===== src/rtl/cpu_pkg.sv =====
// Definitions shared by the CPU cache controllers: the fill FSM state encoding
// and a constant-width helper.
package cpu_pkg;

  typedef enum logic {
    IDLE = 1'b0,
    FILL = 1'b1
  } fill_state_e;

  // Ceiling log2, usable in parameter expressions; clog2(1) is 0.
  function automatic int clog2(input int value);
    int result;
    result = 0;
    while ((1 << result) < value) result++;
    return result;
  endfunction

endpackage


===== src/rtl/cache_fill_fsm_fill_counter.sv =====
// Up-counter with synchronous clear and enable, flagging when it holds TERMINAL.
// Used for both the request and return sides of a block fill.
module fill_counter #(
  parameter int WIDTH    = 4,
  parameter int TERMINAL = 8
) (
  input  logic             clk,
  input  logic             rst,
  input  logic             clr,
  input  logic             en,
  output logic [WIDTH-1:0] count,
  output logic             at_terminal
);

  logic [WIDTH-1:0] count_q, count_d;

  // NOTE: every variable assigned in always_comb gets a default first; a path
  // that leaves it unassigned would infer a latch.
  always_comb begin
    count_d = count_q;
    if (clr)     count_d = '0;
    else if (en) count_d = count_q + WIDTH'(1);
  end

  // NOTE: sequential state uses non-blocking assignments so every flop samples
  // the values from before the edge, independent of process ordering.
  always_ff @(posedge clk) begin
    if (rst) count_q <= '0;
    else     count_q <= count_d;
  end

  assign count       = count_q;
  assign at_terminal = (count_q == WIDTH'(TERMINAL));

endmodule


===== src/rtl/cache_fill_fsm.sv =====
// Cache miss fill controller: fetches one block from pipelined memory, streams
// each returned word into the data array, then writes the tag.
module cache_fill_fsm
  import cpu_pkg::*;
#(
  parameter int   ADDR_W          = 16,
  parameter int   DATA_W          = 16,
  parameter int   WORDS_PER_BLOCK = 8,
  parameter int   MEM_LAT         = 4,
  localparam int  IDX_W           = clog2(WORDS_PER_BLOCK)
) (
  input  logic              clk,
  input  logic              rst,
  input  logic              miss_detected,
  input  logic [ADDR_W-1:0] miss_address,
  output logic              fsm_busy,
  output logic              mem_req,
  output logic [ADDR_W-1:0] memory_address,
  input  logic              memory_data_valid,
  input  logic [DATA_W-1:0] memory_data,
  output logic              write_data_array,
  output logic [IDX_W-1:0]  cache_word_index,
  output logic [DATA_W-1:0] fill_data,
  output logic              write_tag_array,
  output logic [ADDR_W-1:0] fill_base
);

  localparam int CNT_W = IDX_W + 1;
  localparam int OFF   = IDX_W + 1;
  localparam logic [ADDR_W-1:0] OFF_MASK = ADDR_W'((1 << OFF) - 1);

  if (WORDS_PER_BLOCK < 2 || (WORDS_PER_BLOCK & (WORDS_PER_BLOCK - 1)) != 0 ||
      MEM_LAT < 1) begin : g_bad_params
    $error("cache_fill_fsm: WORDS_PER_BLOCK must be a power of 2 >= 2 and MEM_LAT >= 1");
  end

  fill_state_e       state_q, state_d;
  logic              fsm_busy_q, fsm_busy_d;
  logic [ADDR_W-1:0] fill_base_q, fill_base_d;
  logic [CNT_W-1:0]  issue_cnt, recv_cnt;
  logic              issue_done, recv_last;
  logic              start_fill, recv_fire;

  assign start_fill = (state_q == IDLE) && miss_detected;
  assign recv_fire  = (state_q == FILL) && memory_data_valid;

  fill_counter #(
    .WIDTH    (CNT_W),
    .TERMINAL (WORDS_PER_BLOCK)
  ) u_issue_cnt (
    .clk         (clk),
    .rst         (rst),
    .clr         (start_fill),
    .en          (mem_req),
    .count       (issue_cnt),
    .at_terminal (issue_done)
  );

  fill_counter #(
    .WIDTH    (CNT_W),
    .TERMINAL (WORDS_PER_BLOCK - 1)
  ) u_recv_cnt (
    .clk         (clk),
    .rst         (rst),
    .clr         (start_fill),
    .en          (recv_fire),
    .count       (recv_cnt),
    .at_terminal (recv_last)
  );

  always_ff @(posedge clk) begin
    if (rst) begin
      state_q     <= IDLE;
      fsm_busy_q  <= 1'b0;
      fill_base_q <= '0;
    end else begin
      state_q     <= state_d;
      fsm_busy_q  <= fsm_busy_d;
      fill_base_q <= fill_base_d;
    end
  end

  always_comb begin
    state_d     = state_q;
    fill_base_d = fill_base_q;
    case (state_q)
      IDLE: begin
        if (miss_detected) begin
          state_d     = FILL;
          fill_base_d = miss_address & ~OFF_MASK;
        end
      end
      FILL: begin
        if (recv_fire && recv_last) state_d = IDLE;
      end
      default: state_d = IDLE;
    endcase
    fsm_busy_d = (state_d == FILL);
  end

  always_comb begin
    mem_req          = 1'b0;
    memory_address   = '0;
    write_data_array = 1'b0;
    cache_word_index = '0;
    fill_data        = '0;
    write_tag_array  = 1'b0;
    if (state_q == FILL) begin
      if (!issue_done) begin
        mem_req        = 1'b1;
        memory_address = fill_base_q + ADDR_W'({issue_cnt, 1'b0});
      end
      // recv_cnt's top bit only sets once the whole block has arrived.
      if (memory_data_valid && !recv_cnt[IDX_W]) begin
        write_data_array = 1'b1;
        cache_word_index = recv_cnt[IDX_W-1:0];
        fill_data        = memory_data;
        write_tag_array  = recv_last;
      end
    end
  end

  assign fsm_busy  = fsm_busy_q;
  assign fill_base = fill_base_q;

endmodule

===== config.mk =====
export PLATFORM = sky130hd
export DESIGN_NAME = cache_fill_fsm
export DESIGN_NICKNAME = d
export VERILOG_FILES = /design/src/rtl/cpu_pkg.sv /design/src/rtl/cache_fill_fsm_fill_counter.sv /design/src/rtl/cache_fill_fsm.sv
export SDC_FILE = /design/constraint.sdc
export NUM_CORES = 1
export LEC_CHECK = 0
export BUFFER_PORTS_ARGS = -buffer_cell sky130_fd_sc_hd__buf_2
export CAP_MARGIN = 25
export CORE_ASPECT_RATIO = 0.8
export CORE_MARGIN = 1
export CORE_UTILIZATION = 25
export CTS_BUF_LIST = sky130_fd_sc_hd__clkbuf_2
export DETAILED_ROUTE_END_ITERATION = 7
export GPL_ROUTABILITY_DRIVEN = 0
export MAX_ROUTING_LAYER = met4
export PLACE_DENSITY = 0.65
export SLEW_MARGIN = 20
export SYNTH_ARGS = -nofsm -noshare
export SYNTH_HDL_FRONTEND = slang
export SYNTH_SLANG_ARGS = --single-unit

===== constraint.sdc =====
create_clock -name clk -period 1.8 [get_ports clk]
set_input_delay 0.36 -clock clk [delete_from_list [all_inputs] [get_ports clk]]
set_output_delay 0.36 -clock clk [all_outputs]
set_load 0.02 [all_outputs]

==> metrics.cfg <==
[power]
power_leakage_uw = 0.00124
ir_drop_uv = 237
power_density_mw_per_mm2 = 410
p_total_uw = 1120

[synthesis]
yosys_warnings = 0
syn_avg_cell_area_um2 = 7.29
yosys_most_used_dff = dfxtp_1
syn_inst = 183
async_flop_share_pct = 0
ys_types = 30
synth_edf_count = 0
synth-seq-area-share_pct = 31.5
synthesis.area_mm2 = 0.00133
ys_ff_latch = 21

[detailed_routing]
vias = 1710
met2WireLength_mm = 2.49
wirelength_mm = 4.90
first_pass_iters = 4
drc = 0
routedWlPerCell_um = 13.5
met1_length_mm = 2.09
wl_met3_um = 249
top_layer_used = met4
viasPerCell = 4.70
first_iter_violations = 82
ant_nets = 0

[sta]
fin_ws_ps = -329
slew_viol_final = 0
skew_ps = 3.21
max_freq_mhz = 470
setup_tns_ps = -4480
setup_viol = 34
finalHoldViolCount = 0
hold_ws_ps = 215
fin_crit_ps = 2130
fin_crit_sh_pct = 118
grt_setup_unrepaired = yes

[clocking]
insertion_delay_ps = 340
numCtsBuffers = 3
cts_tree = done
cts.reportedPaths.clkPinSlew_ps = 220
cts_htree_levels = 1
clk_path_buf_depth = 2
cts.sinks = 21
cts_root_buf = clkbuf_2
holdBufCountCts = 0

[grt]
grt_pass1_wl_mm = 6.74
grt_max_degree = 20
overflow = 0
grt_util_all_layers_pct = 15.3
first_global_vias = 1524
antenna_found_initial = 0

[setup_path]
critPathTopFamily = simple AND/OR/NAND/NOR gates
slowest_stage = or4_4
worstSetupStartpointType = flip-flop
crit_path_cell_trace = ha_4, inv_4, or4_4, a21oi_2, buf_6
path_class = flip-flop to output port
cp_num_buf_inv = 2
worstPathRequired_ps = 1440
critPathMaxFanout = 5
cp.arrival_ps = 1770
max_stage_delay_ps = 510
endpoint_kind = output port

[finish]
fillCellCount = 471
fin_util_pct = 54.0
drive_gt1_share_pct = 66.6
n_antenna_cell = 0
area_growth_pct = 105
final_nets = 344
layoutNonFillerInstCount = 364

[min_path]
hold_path.class = primary input to flip-flop

[floorplan]
die_h_um = 67.3
pin_count = 91
rows = 23
start_util_pct = 26.3
die_w_um = 83.7
die_area_mm2 = 0.00563
core_area_mm2 = 0.00506

[status]
violations = setup timing
status = complete, but fails checks

[placement]
dpl.hpwl_mm = 2.95
dp_cells = 343
io_buffers = 81

[run]
cap_violations = 0

## power breakdown
part / internal, µW / switching, µW / total, µW / leakage [µW]
logic: 194 / 207 / 401 / 0.00104
clock network: 50.4 / 161 / 212 / 0.0000164
registers: 482 / 27.6 / 509 / 0.000179
## layout make-up
type,instances,area (µm²),area share (%)
inverter,8,37.5,1.37
clock inverter,1,5.00,0.183
tap,62,77.6,2.83
clock buffer,3,15.0,0.549
multi-input combinational,145,1120,41.1
sequential,21,457,16.7
timing repair buffer,124,1020,37.3
## timing repair
| item | in CTS | in global routing |
|---|---|---|
| setup buffers | 7 | 6 |
| endpoints found under the setup margin | 34 | 33 |
| cloned | 1 | 4 |
| pin swaps | 14 | 27 |
| resized for setup | 60 | 87 |
## cell families after synthesis
family                     after synthesis  synth area share, %
xor gates and xnor gates                 7                 4.60
other                                    1                0.281
adders and majority gates                5                 4.69
and+or+nand+nor                         93                 35.9
AOI/OAI and AO/OA                       32                 13.3
DFF                                     21                 31.5
muxes                                    2                 1.50
buffers and inverters                   22                 8.16
## routing by layer
| layer | vias up | track usage [%] |
|---|---|---|
| met1 | 799 | 19.1 |
| met3 | 4 | 1.22 |
| met2 | 60 | 26.3 |
| met4 | 0 | 5.72 |
| met5 | - | - |
| li1 | 847 | - |
## worst reg2reg max path: cells and delay by family (launching register included)
kind / cells / cell delay (ps)
buffers and inverters: 3 / 310
flip-flops: 1 / 390
AO/OA/AOI/OAI: 2 / 220
AND/OR/NAND/NOR: 1 / 190
adder cells (fa/ha/maj): 1 / 160
## cells in the final DEF (no fill, tap or decap), types with 3 or more instances in the layout
master	n
nand4_1	3
a21oi_2	3
and2_4	18
xor2_2	3
o21ai_0	4
buf_6	35
dfxtp_1	8
clkbuf_16	3
nor2_4	7
inv_4	3
nand3_1	8
nor2_1	4
nand2_2	3
dfxtp_4	8
or4_4	3
xor2_1	3
dfxtp_2	5
buf_4	38
buf_2	46
inv_1	3
ha_4	3
a21oi_1	17
clkbuf_2	3
conb_1	5
nand2_1	28
## final timing paths
kind	from	end	slack [ps]	cells past startpoint
setup / recovery	u_issue_cnt.count[3]	memory_address[12]	-330	5
hold / removal	miss_address[7]	fill_base[7]	210	3
setup reg to reg	u_issue_cnt.count[1]	u_issue_cnt.count[1]	450	7
hold reg to reg	fill_base[10]	fill_base[10]	500	2
## state kept, by name (all words and copies together), names as in the netlist
signal and cells:
fill_base 12, fsm_busy 1, u_issue_cnt.count 4, u_recv_cnt.count 4
## per-stage QoR
stage,worst slack [ps],cell area [µm²]
floorplan,-41.4,1420
global placement,-33.7,2040
detailed placement,-51.6,2040
CTS,-320,2320
global route,-382,2740
finish,-329,2740
## synth_stat cells, types with 2 or more instances
cell	count	share of area (%)
nor2_1	11	3.1
nor4_1	2	0.94
nand2_1	32	9.0
o21ai_0	4	1.5
nand3_1	9	3.4
a21oi_1	22	8.3
dfxtp_1	21	32
mux2i_1	2	1.5
ha_1	5	4.7
and2_1	20	9.4
buf_4	5	2.8
or3_1	3	1.4
nand4_1	3	1.4
xor2_1	6	3.9
clkbuf_1	8	2.3
and3_1	2	0.94
or4_1	4	2.3
inv_1	8	2.3
o31ai_1	4	2.3
nand2b_1	2	0.94
(Power assumes the default switching activity.)
